**src/rtl/computer_pkg.sv**
```systemverilog
// computer_pkg: shared port addresses, UART status bit indices and transmitter states
package computer_pkg;
  localparam logic [7:0] UART_TX_ADDR = 8'hE0;
  localparam logic [7:0] UART_CTRL_ADDR = 8'hE1;
  localparam logic [7:0] UART_STAT_ADDR = 8'hF0;
  localparam int ST_BUSY = 0;
  localparam int ST_FULL = 1;
  localparam int ST_OVR = 2;
  typedef enum logic [1:0] {IDLE, START, DATA, STOP} uart_tx_state_t;
endpackage

```
**src/rtl/uart_bit_timer.sv**
```systemverilog
// uart_bit_timer: counts CLKS_PER_BIT cycles per serial bit and pulses bit_done on the last one
module uart_bit_timer #(
  parameter int CLKS_PER_BIT = 16
) (
  input  logic clock,
  input  logic reset,
  input  logic clear,
  input  logic run,
  output logic bit_done
);
  localparam int W = $clog2(CLKS_PER_BIT);
  logic [W-1:0] cnt;
  assign bit_done = run && cnt == W'(CLKS_PER_BIT - 1);
  always_ff @(posedge clock)
    cnt <= (reset || clear || !run || bit_done) ? '0 : cnt + W'(1);
endmodule

```
**src/rtl/uart_tx_port.sv**
```systemverilog
// uart_tx_port: 8N1 serial transmitter with a 1-deep holding register behind output port E0
module uart_tx_port
  import computer_pkg::*;
#(
  parameter int CLKS_PER_BIT = 16
) (
  input  logic       clock,
  input  logic       reset,
  input  logic       port_wr,
  input  logic       ctrl_wr,
  input  logic [7:0] port_data,
  output logic       tx,
  output logic [7:0] status
);
  uart_tx_state_t state, state_nx;
  logic [7:0] hold;
  logic       hold_full;
  logic       overrun;
  logic [9:0] shift;
  logic [2:0] idx;
  logic       bit_done;
  logic       load;
  uart_bit_timer #(.CLKS_PER_BIT(CLKS_PER_BIT)) u_timer (
    .clock(clock),
    .reset(reset),
    .clear(load),
    .run(state != IDLE),
    .bit_done(bit_done)
  );
  // hold moves into the shifter from idle, or straight after a stop bit for back-to-back frames
  assign load = hold_full && (state == IDLE || (state == STOP && bit_done));
  always_comb begin
    state_nx = state;
    unique case (state)
      IDLE:    state_nx = hold_full ? START : IDLE;
      START:   state_nx = bit_done ? DATA : START;
      DATA:    state_nx = (bit_done && idx == 3'd7) ? STOP : DATA;
      STOP:    state_nx = bit_done ? (hold_full ? START : IDLE) : STOP;
      default: state_nx = IDLE;
    endcase
  end
  always_ff @(posedge clock)
    state <= reset ? IDLE : state_nx;
  // shifter refills with ones so tx returns high once the stop bit has been sent
  always_ff @(posedge clock) begin
    if (reset) begin
      shift     <= '1;
      tx        <= 1'b1;
      idx       <= '0;
      hold      <= '0;
      hold_full <= 1'b0;
      overrun   <= 1'b0;
    end else begin
      if (load) begin
        shift <= {1'b1, hold, 1'b0};
        tx    <= 1'b0;
      end else if (bit_done) begin
        shift <= {1'b1, shift[9:1]};
        tx    <= shift[1];
      end
      idx <= (state == DATA) ? idx + 3'(bit_done) : '0;
      if (port_wr && (!hold_full || load)) begin
        hold      <= port_data;
        hold_full <= 1'b1;
      end else if (load) begin
        hold_full <= 1'b0;
      end
      overrun <= (port_wr && hold_full && !load) || (overrun && !(ctrl_wr && port_data[ST_OVR]));
    end
  end
  always_comb begin
    status          = '0;
    status[ST_BUSY] = state != IDLE;
    status[ST_FULL] = hold_full;
    status[ST_OVR]  = overrun;
  end
endmodule

```
**config.mk**
```make
export PLATFORM = sky130hd
export DESIGN_NAME = uart_tx_port
export DESIGN_NICKNAME = d
export VERILOG_FILES = /design/src/rtl/computer_pkg.sv /design/src/rtl/uart_bit_timer.sv /design/src/rtl/uart_tx_port.sv
export SDC_FILE = /design/constraint.sdc
export NUM_CORES = 1
export LEC_CHECK = 0
export ABC_AREA = 1
export BUFFER_PORTS_ARGS = -buffer_cell sky130_fd_sc_hd__buf_2
export CAP_MARGIN = 30
export CORE_MARGIN = 2
export CORE_UTILIZATION = 55
export CTS_BUF_LIST = sky130_fd_sc_hd__clkbuf_4
export DETAILED_ROUTE_END_ITERATION = 10
export GPL_TIMING_DRIVEN = 0
export MAX_ROUTING_LAYER = met4
export PLACE_DENSITY = 0.78
export SETUP_SLACK_MARGIN = 0.15
export SYNTH_ARGS = -nofsm -noshare
export SYNTH_HDL_FRONTEND = slang
export SYNTH_SLANG_ARGS = --single-unit
```
**constraint.sdc**
```tcl
create_clock -name clock -period 1.7 [get_ports clock]
set_input_delay 0.085 -clock clock [delete_from_list [all_inputs] [get_ports clock]]
set_output_delay 0.085 -clock clock [all_outputs]
set_load 0.03 [all_outputs]
```
After elaboration in Yosys (flattened, before gate mapping)
Index checks and enable logic that the tools add are counted.
- bits in registers: 29
- bits in latches: 0
- RAM bits: 0
- bits in read-only memories: 0
- bits of input ports: 12
- output and inout bits: 9
- logic and storage cells: 51
- memories: 0
- add/sub/neg operators: 2
- $mul: 0
- divide/modulo/power cells: 0
- $lt $le $gt $ge: 0
- equality and inequality tests: 5
- shift-type cells: 0
- mux-type cells: 11
- bitwise operators: 1
- reductions and logical operators: 24
- operators with widths (cell ; count):
    $mux W9 ; 2
    $logic_and A1 B1 Y1 ; 9
    $pmux W2 S4 ; 1
    $logic_or A1 B1 Y1 ; 6
    $mux W1 ; 6
    $reduce_bool A2 Y1 ; 3
    $add A4 B1 Y4 const B ; 1
    $eq A2 B2 Y1 const B ; 2
    $eq A4 B4 Y1 const B ; 1
    $logic_not A1 Y1 ; 4
    $mux W2 ; 2
    $add A3 B1 Y3 ; 1
    $eq A3 B3 Y1 const B ; 1
    $eq A2 B1 Y1 const B ; 1
    $logic_not A2 Y1 ; 1
    $reduce_or A2 Y1 ; 1
    $not A1 Y1 ; 1

Longest topological paths before layout
Gate-level depths: netlist (run 1).
- word-level depth: 8
- depth in mapped cells: 9
- mapped depth without buffers: 8

By module
A second synthesis (run 1) with hierarchy kept.
- cell total of the unflattened synthesis: 201
- area, all modules: 1435.1 um2
- by module, submodules not included (module ; instances ; cells an instance ; area each (um2) ; sequential area each (um2)):
    uart_tx_port ; 1 ; 181 ; 1263.7 ; 480.5
    uart_bit_timer ; 1 ; 20 ; 171.4 ; 80.1

Worst setup path after synthesis (run 1)
OpenSTA, ideal clock, no wires.
- kind: reg-to-reg
- start point: register u_timer.cnt[0]
- end point: register idx[2]
- library setup time: 0.118 ns
- data arrival time: 1.396 ns
- required time: 1.582 ns
- path slack: 0.187 ns
- stages on the path, launching flop included: 10
- path buffers: 1
- period minus slack after synthesis: 1.513 ns
- cells stage by stage: dfxtp_1 > ha_1 > nand3_2 > nor2_4 > inv_2 > buf_6 > nor2_8 > ha_1 > xnor2_1 > nor2_1
- longest elaborated chain between the ends: 3
- RTL lines (what ; RTL line ; RTL):
    start: declaration ; uart_bit_timer.sv:12 ; logic [W-1:0] cnt;
    start signal: assignment ; uart_bit_timer.sv:15 ; cnt <= (reset || clear || !run || bit_done) ? '0 : cnt + W'(1);
    $eq A4 B4 Y1 ; uart_bit_timer.sv:13 ; assign bit_done = run && cnt == W'(CLKS_PER_BIT - 1);
    $logic_and A1 B1 Y1 ; uart_bit_timer.sv:13 ;
    $add A3 B1 Y3 ; uart_tx_port.sv:61 ; idx <= (state == DATA) ? idx + 3'(bit_done) : '0;
    end signal: assignment ; uart_tx_port.sv:61 ;
    end: declaration ; uart_tx_port.sv:20 ; logic [2:0] idx;
Every way passes these cells.
A chain may end at the register's enable or synchronous reset.

Worst setup path in the final report (run 1)
- start point: register state[1]
- end point: output port status[0]
- longest elaborated chain between the ends: 1
- RTL lines (what ; RTL line ; RTL):
    start: declaration ; uart_tx_port.sv:15 ; uart_tx_state_t state, state_nx;
    start signal: assignment ; uart_tx_port.sv:43 ; state <= reset ? IDLE : state_nx;
    $reduce_bool A2 Y1 ; - ;
    end: declaration ; uart_tx_port.sv:13 ; output logic [7:0] status
Every way passes these cells.

==> results of run 1 <==
-- cell families after synthesis --
group | after synthesis
xor gates and xnor gates | 2
adders and majority gates | 2
and+or+nand+nor | 90
AOI/OAI and AO/OA | 23
buffers and inverters | 36
DFF | 28
other | 1
-- metrics by stage --
step	std cells	utilization (%)
after global routing	237	66.5
after detailed placement	230	61.7
after CTS	236	65.1
final	237	66.5
after global placement	230	61.7
after floorplan	186	-
-- routing by layer --
metal / up-vias / GRT usage, % / part of all wire, %
met5: - / - / 0
met4: 0 / 9.58 / 1.3
met3: 6 / 4.44 / 5.6
met2: 41 / 37.6 / 50
met1: 541 / 26.7 / 43
li1: 626 / - / -
-- worst max-delay path, cell delays in order (launching register included) --
cell     delay (ns)
dfxtp_1        0.40
nor2_1         0.28
inv_2          0.12
buf_4          0.14
buf_2          0.16
-- sequential cells by signal, indices dropped and copies added (netlist names) --
| name | count |
|---|---|
| u_timer.cnt | 4 |
| overrun | 1 |
| idx | 3 |
| shift | 9 |
| state | 2 |
| hold_full | 1 |
| hold | 8 |
-- layout make-up --
cell class	count	area, um2	area share (%)
timing repair buffer	17	95.1	5.88
clock inverter	1	30.0	1.86
clock buffer	3	22.5	1.39
tap	30	37.5	2.32
sequential	28	566	35.0
buffer	15	118	7.28
multi-input combinational	122	669	41.4
inverter	21	78.8	4.88
-- final timing paths --
kind	from	to	slack (ns)	cells after the start
worst min register to register	u_timer.cnt[0]	u_timer.cnt[0]	0.47	1
worst max-delay path	state[1]	status[0]	0.20	4
worst min-delay path	ctrl_wr	overrun	0.03	4
worst max register to register	u_timer.cnt[0]	idx[1]	0.21	9
-- power by group --
| group | internal (W) | switching, W |
|---|---|---|
| registers | 0.000694 | 0.0000251 |
| logic | 0.0000825 | 0.000123 |
| clock network | 0.000238 | 0.000189 |
-- cell usage after synthesis (2+ instances only) --
| cell type | count |
|---|---|
| nand3_2 | 4 |
| nand2_1 | 31 |
| inv_1 | 18 |
| buf_6 | 4 |
| dfxtp_1 | 28 |
| ha_1 | 2 |
| nor2_1 | 20 |
| a21oi_1 | 11 |
| buf_4 | 8 |
| o21ai_2 | 5 |
| nor3_1 | 3 |
| inv_2 | 2 |
| nand3_1 | 26 |
| o21ai_1 | 5 |
-- timing repair --
action	CTS	global route
setup buffers	1	1
endpoints found under the hold margin	3	0
resized for setup	4	5
pin swaps	1	1
endpoints found under the setup margin	7	13
hold buffers	1	0
==> results_dict.tcl, run 1 <==
set metrics [dict create \
    power_density_nw_per_um2 837 \
    numClockSinks 28 \
    cp.arrival_ns 1.42 \
    synth-compound-area-share_pct 10.2 \
    timing.fmax_mhz 666 \
    criticalPathCategory "reg -> out" \
    power_w 0.00135 \
    ys_warn_count 0 \
    synth_largest_area_cell "dfxtp_1" \
    ys_ff_latch 28 \
    synth_area_um2 1380 \
    synth_top_family_by_area "simple AND/OR/NAND/NOR gates" \
    grt_antenna_before_repair 0 \
    yosys.area_share.simple_pct 31.6 \
    diodes 0 \
    htree_levels 1 \
    io_pins 21 \
    drv_cap 0 \
    leakagePower_nw 0.778 \
    cts_tree "yes" \
    fin_nets 222 \
    ir_drop_mv 0.663 \
    postLayoutSetupSlackWorst_ns 0.198 \
    grt_pass1_vias 1115 \
    layout_common_cells "nand2_1 (31), nand3_1 (26), dfxtp_1 (26)" \
    status "completed" \
    synth_top_area_share_pct 40.7 \
    hpwl_um 1860 \
    fin_crit_ns 1.50 \
    grt.overflow.total 0 \
    period_share_pct 88.4 \
    synth_cells 182 \
    clk_pin_slew_worst_paths_ns 0.14 \
    wire_per_inst_um 11.0 \
    stdcell_area_um2 1620 \
    tns_ns 0 \
    synth_mux_area_share_pct 0 \
    cts_buffers 3 \
    crit_fanout 5 \
    avgSynthCellArea_um2 7.58 \
    required_ns 1.62 \
    clockRootBuffer "clkbuf_4" \
    holdWs_ns 0.0266 \
    drc 0 \
    cts_buffer_depth 2 \
    layout-drive-gt1-share_pct 25.6 \
    place.gp.congestion 0.775 \
    finalMaxSlewViolations 0 \
    clkLatencyLatePin_ns 0.33 \
    cp-start-kind "flip-flop" \
    cp-end-kind "output pin" \
    setup-violations-final 0 \
    grt_max_degree 17 \
    track_usage_pct 22.7 \
    hold_viol_final 0 \
    core_um2 2430 \
    synthArstFlopShare_pct 0 \
    wirelength_um 2610 \
    die_area_um2 2920 \
    synth_xor_area_share_pct 1.27 \
    fillers 205 \
    post-place-ws_ns 0.0155 \
    rows 18 \
    die_w_um 54.1 \
    chipHeight_um 54.1 \
    synth.distinct_cells 29 \
    grt_pass1_wl_um 4710 \
    vias 1214 \
    hp-class "in -> reg" \
    first_pass_iters 4 \
    ant_nets 0 \
    ys.flop_type "dfxtp_1" \
    synth_edf_count 0 \
    layout_commonest_cell "nand2_1" \
    clock_skew_ns 0.0118 \
    io_buffers 14 \
    start_util_pct 56.7 \
    rsz0062_at_grt "yes" \
    area_growth_pct 17.2 \
    ys_seq_area_share_pct 40.7 \
    synth_fa_ha_area_share_pct 1.81 \
    drt_iter0_drc 17 \
    synth_area_leaders "dfxtp_1 (41%), nand3_1 (9.4%), nand2_1 (8.4%)" \
    drt-vias-per-instance 5.12 \
    place_area_um2 1500 \
]
(Power assumes the default switching activity.)
==> inputs of run 2 (changes only) <==
CORE_ASPECT_RATIO = 2   (was unset)
CORE_UTILIZATION = 45   (was 55)
PLACE_DENSITY = 0.66   (was 0.78)
==> results_dict.tcl, run 2 (synthesis gave the netlist of run 1 again) <==
set metrics [dict create \
    grt_antenna_before_repair 0 \
    hp-class "in -> reg" \
    layout_common_cells "nand2_1 (31), nand3_1 (26), dfxtp_1 (25)" \
    layout-drive-gt1-share_pct 26.9 \
    rsz0062_at_grt "no" \
    power_density_nw_per_um2 743 \
    drc 0 \
    r2r_cells 7 \
    status "completed" \
    clk_pin_slew_worst_paths_ns 0.14 \
    reg.largest.list "shift x9, hold x8, u_timer.cnt x4" \
    vias 1216 \
    io_buffers 14 \
    crit_family "flip-flops" \
    cp-startpoint "state[1]" \
    place.gp.congestion 0.771 \
    r2r-start "u_timer.cnt[0]" \
    grt_pass1_vias 1144 \
    critPathCapture "status[0]" \
    first_pass_iters 4 \
    track_usage_pct 17.6 \
    ir_drop_mv 0.466 \
    drt_iter0_drc 19 \
    hold_viol_final 0 \
    criticalPathCategory "reg -> out" \
    chipHeight_um 82.3 \
    cts_buffer_depth 2 \
    numClockSinks 28 \
    cp.arrival_ns 1.40 \
    clockRootBuffer "clkbuf_4" \
    wire_per_inst_um 12.0 \
    cp-end-kind "output pin" \
    cts_buffers 3 \
    cts_tree "yes" \
    grt_max_degree 15 \
    worstPathCellList "nor2_1, inv_2, buf_4, buf_2" \
    leakagePower_nw 0.775 \
    diodes 0 \
    finalMaxSlewViolations 0 \
    core_um2 2940 \
    cp-start-kind "flip-flop" \
    final_cell_count_no_fill 238 \
    area_growth_pct 17.3 \
    wirelength_um 2850 \
    die_area_um2 3550 \
    r2r-end "shift[3]" \
    fin_crit_ns 1.49 \
    start_util_pct 46.9 \
    setup-violations-final 0 \
    ant_nets 0 \
    clkLatencyLatePin_ns 0.33 \
    largest_reg_flops 9 \
    htree_levels 1 \
    regMostFlops "shift" \
    clock_skew_ns 0.00434 \
    cp_num_buf_inv 3 \
    dp_cells 230 \
    die_w_um 43.1 \
    r2r_slack_ns 0.23 \
    io_pins 21 \
    grt_pass1_wl_um 4650 \
    max_stage_delay_ns 0.40 \
    drv_cap 0 \
    rows 28 \
    period_share_pct 87.5 \
    cp_num_cells 4 \
    grt.overflow.total 0 \
    required_ns 1.62 \
    fin_nets 224 \
    slowest_stage "dfxtp_1" \
    hpwl_um 2170 \
    timing.fmax_mhz 672 \
    power_w 0.00120 \
    layout_commonest_cell "nand2_1" \
    drt-vias-per-instance 5.11 \
    crit_fanout 5 \
]
[run 2: final cells by class]
cell class	instances	area (um2)
repair buffers	19	110
flip-flops and latches	28	564
plain buffers	15	118
clock buffers	3	22.5
inverters	21	78.8
well taps	30	37.5
multi-input cells	122	687
fillers	323	1330
[run 2: repair_timing]
| action | 4_1_cts | 5_1_grt |
|---|---|---|
| setup endpoints to repair | 11 | 8 |
| resized for setup | 5 | 7 |
| buffers inserted | 2 | 2 |
| endpoints found under the hold margin | 3 | 0 |
| hold buffers | 1 | 0 |
| pin swaps | 1 | 2 |
| gates cloned | 0 | 0 |
[run 2: how the worst min path moves through the flow]
stage / from / endpoint / cells after the start
after floorplan: reset / overrun / 1
after global placement: reset / overrun / 2
after detailed placement: reset / overrun / 2
after CTS: ctrl_wr / overrun / 4
after global routing: ctrl_wr / overrun / 4
final: ctrl_wr / overrun / 4
[run 2: routing by layer]
metal  global-route usage, %  vias up  routed length [um]  share of wire (%)
met5                       -        -                   0                  0
met4                    9.39        0                  67                2.3
met3                    1.30        8                  62                2.2
met2                    34.8       28                1670                 58
met1                    15.9      557                1060                 37
li1                        -      623                   -                  -
[run 2: report_power, final]
part	leakage, nW	internal (W)	switching (W)
Combinational	0.530	0.0000851	0.000126
Sequential	0.231	0.000695	0.0000235
Clock	0.0138	0.0000833	0.000189
[run 2: worst reg2reg max path, delay by kind of cell, from the launching register on]
family / cells / cell delay [ns]
AOI/OAI and AO/OA: 2 / 0.35
buffers and inverters: 1 / 0.15
and+or+nand+nor: 3 / 0.29
DFF: 1 / 0.39
adders and majority gates: 1 / 0.16
[run 2: metrics by stage]
step | utilization (%) | hold WS [ns] | cell area, um2 | setup TNS [ns] | setup slack [ns]
6_report | 55.0 | 0.0242 | 1620 | 0 | 0.213
5_1_grt | 55.0 | 0.0336 | 1620 | 0 | 0.155
4_1_cts | 53.6 | 0.0318 | 1580 | 0 | 0.169
3_5_place_dp | 51.0 | 0.313 | 1500 | -0.0840 | -0.0488
3_3_place_gp | 51.0 | 0.316 | 1500 | 0 | 0.0305
2_1_floorplan | - | 0.147 | 1390 | 0 | 0.187
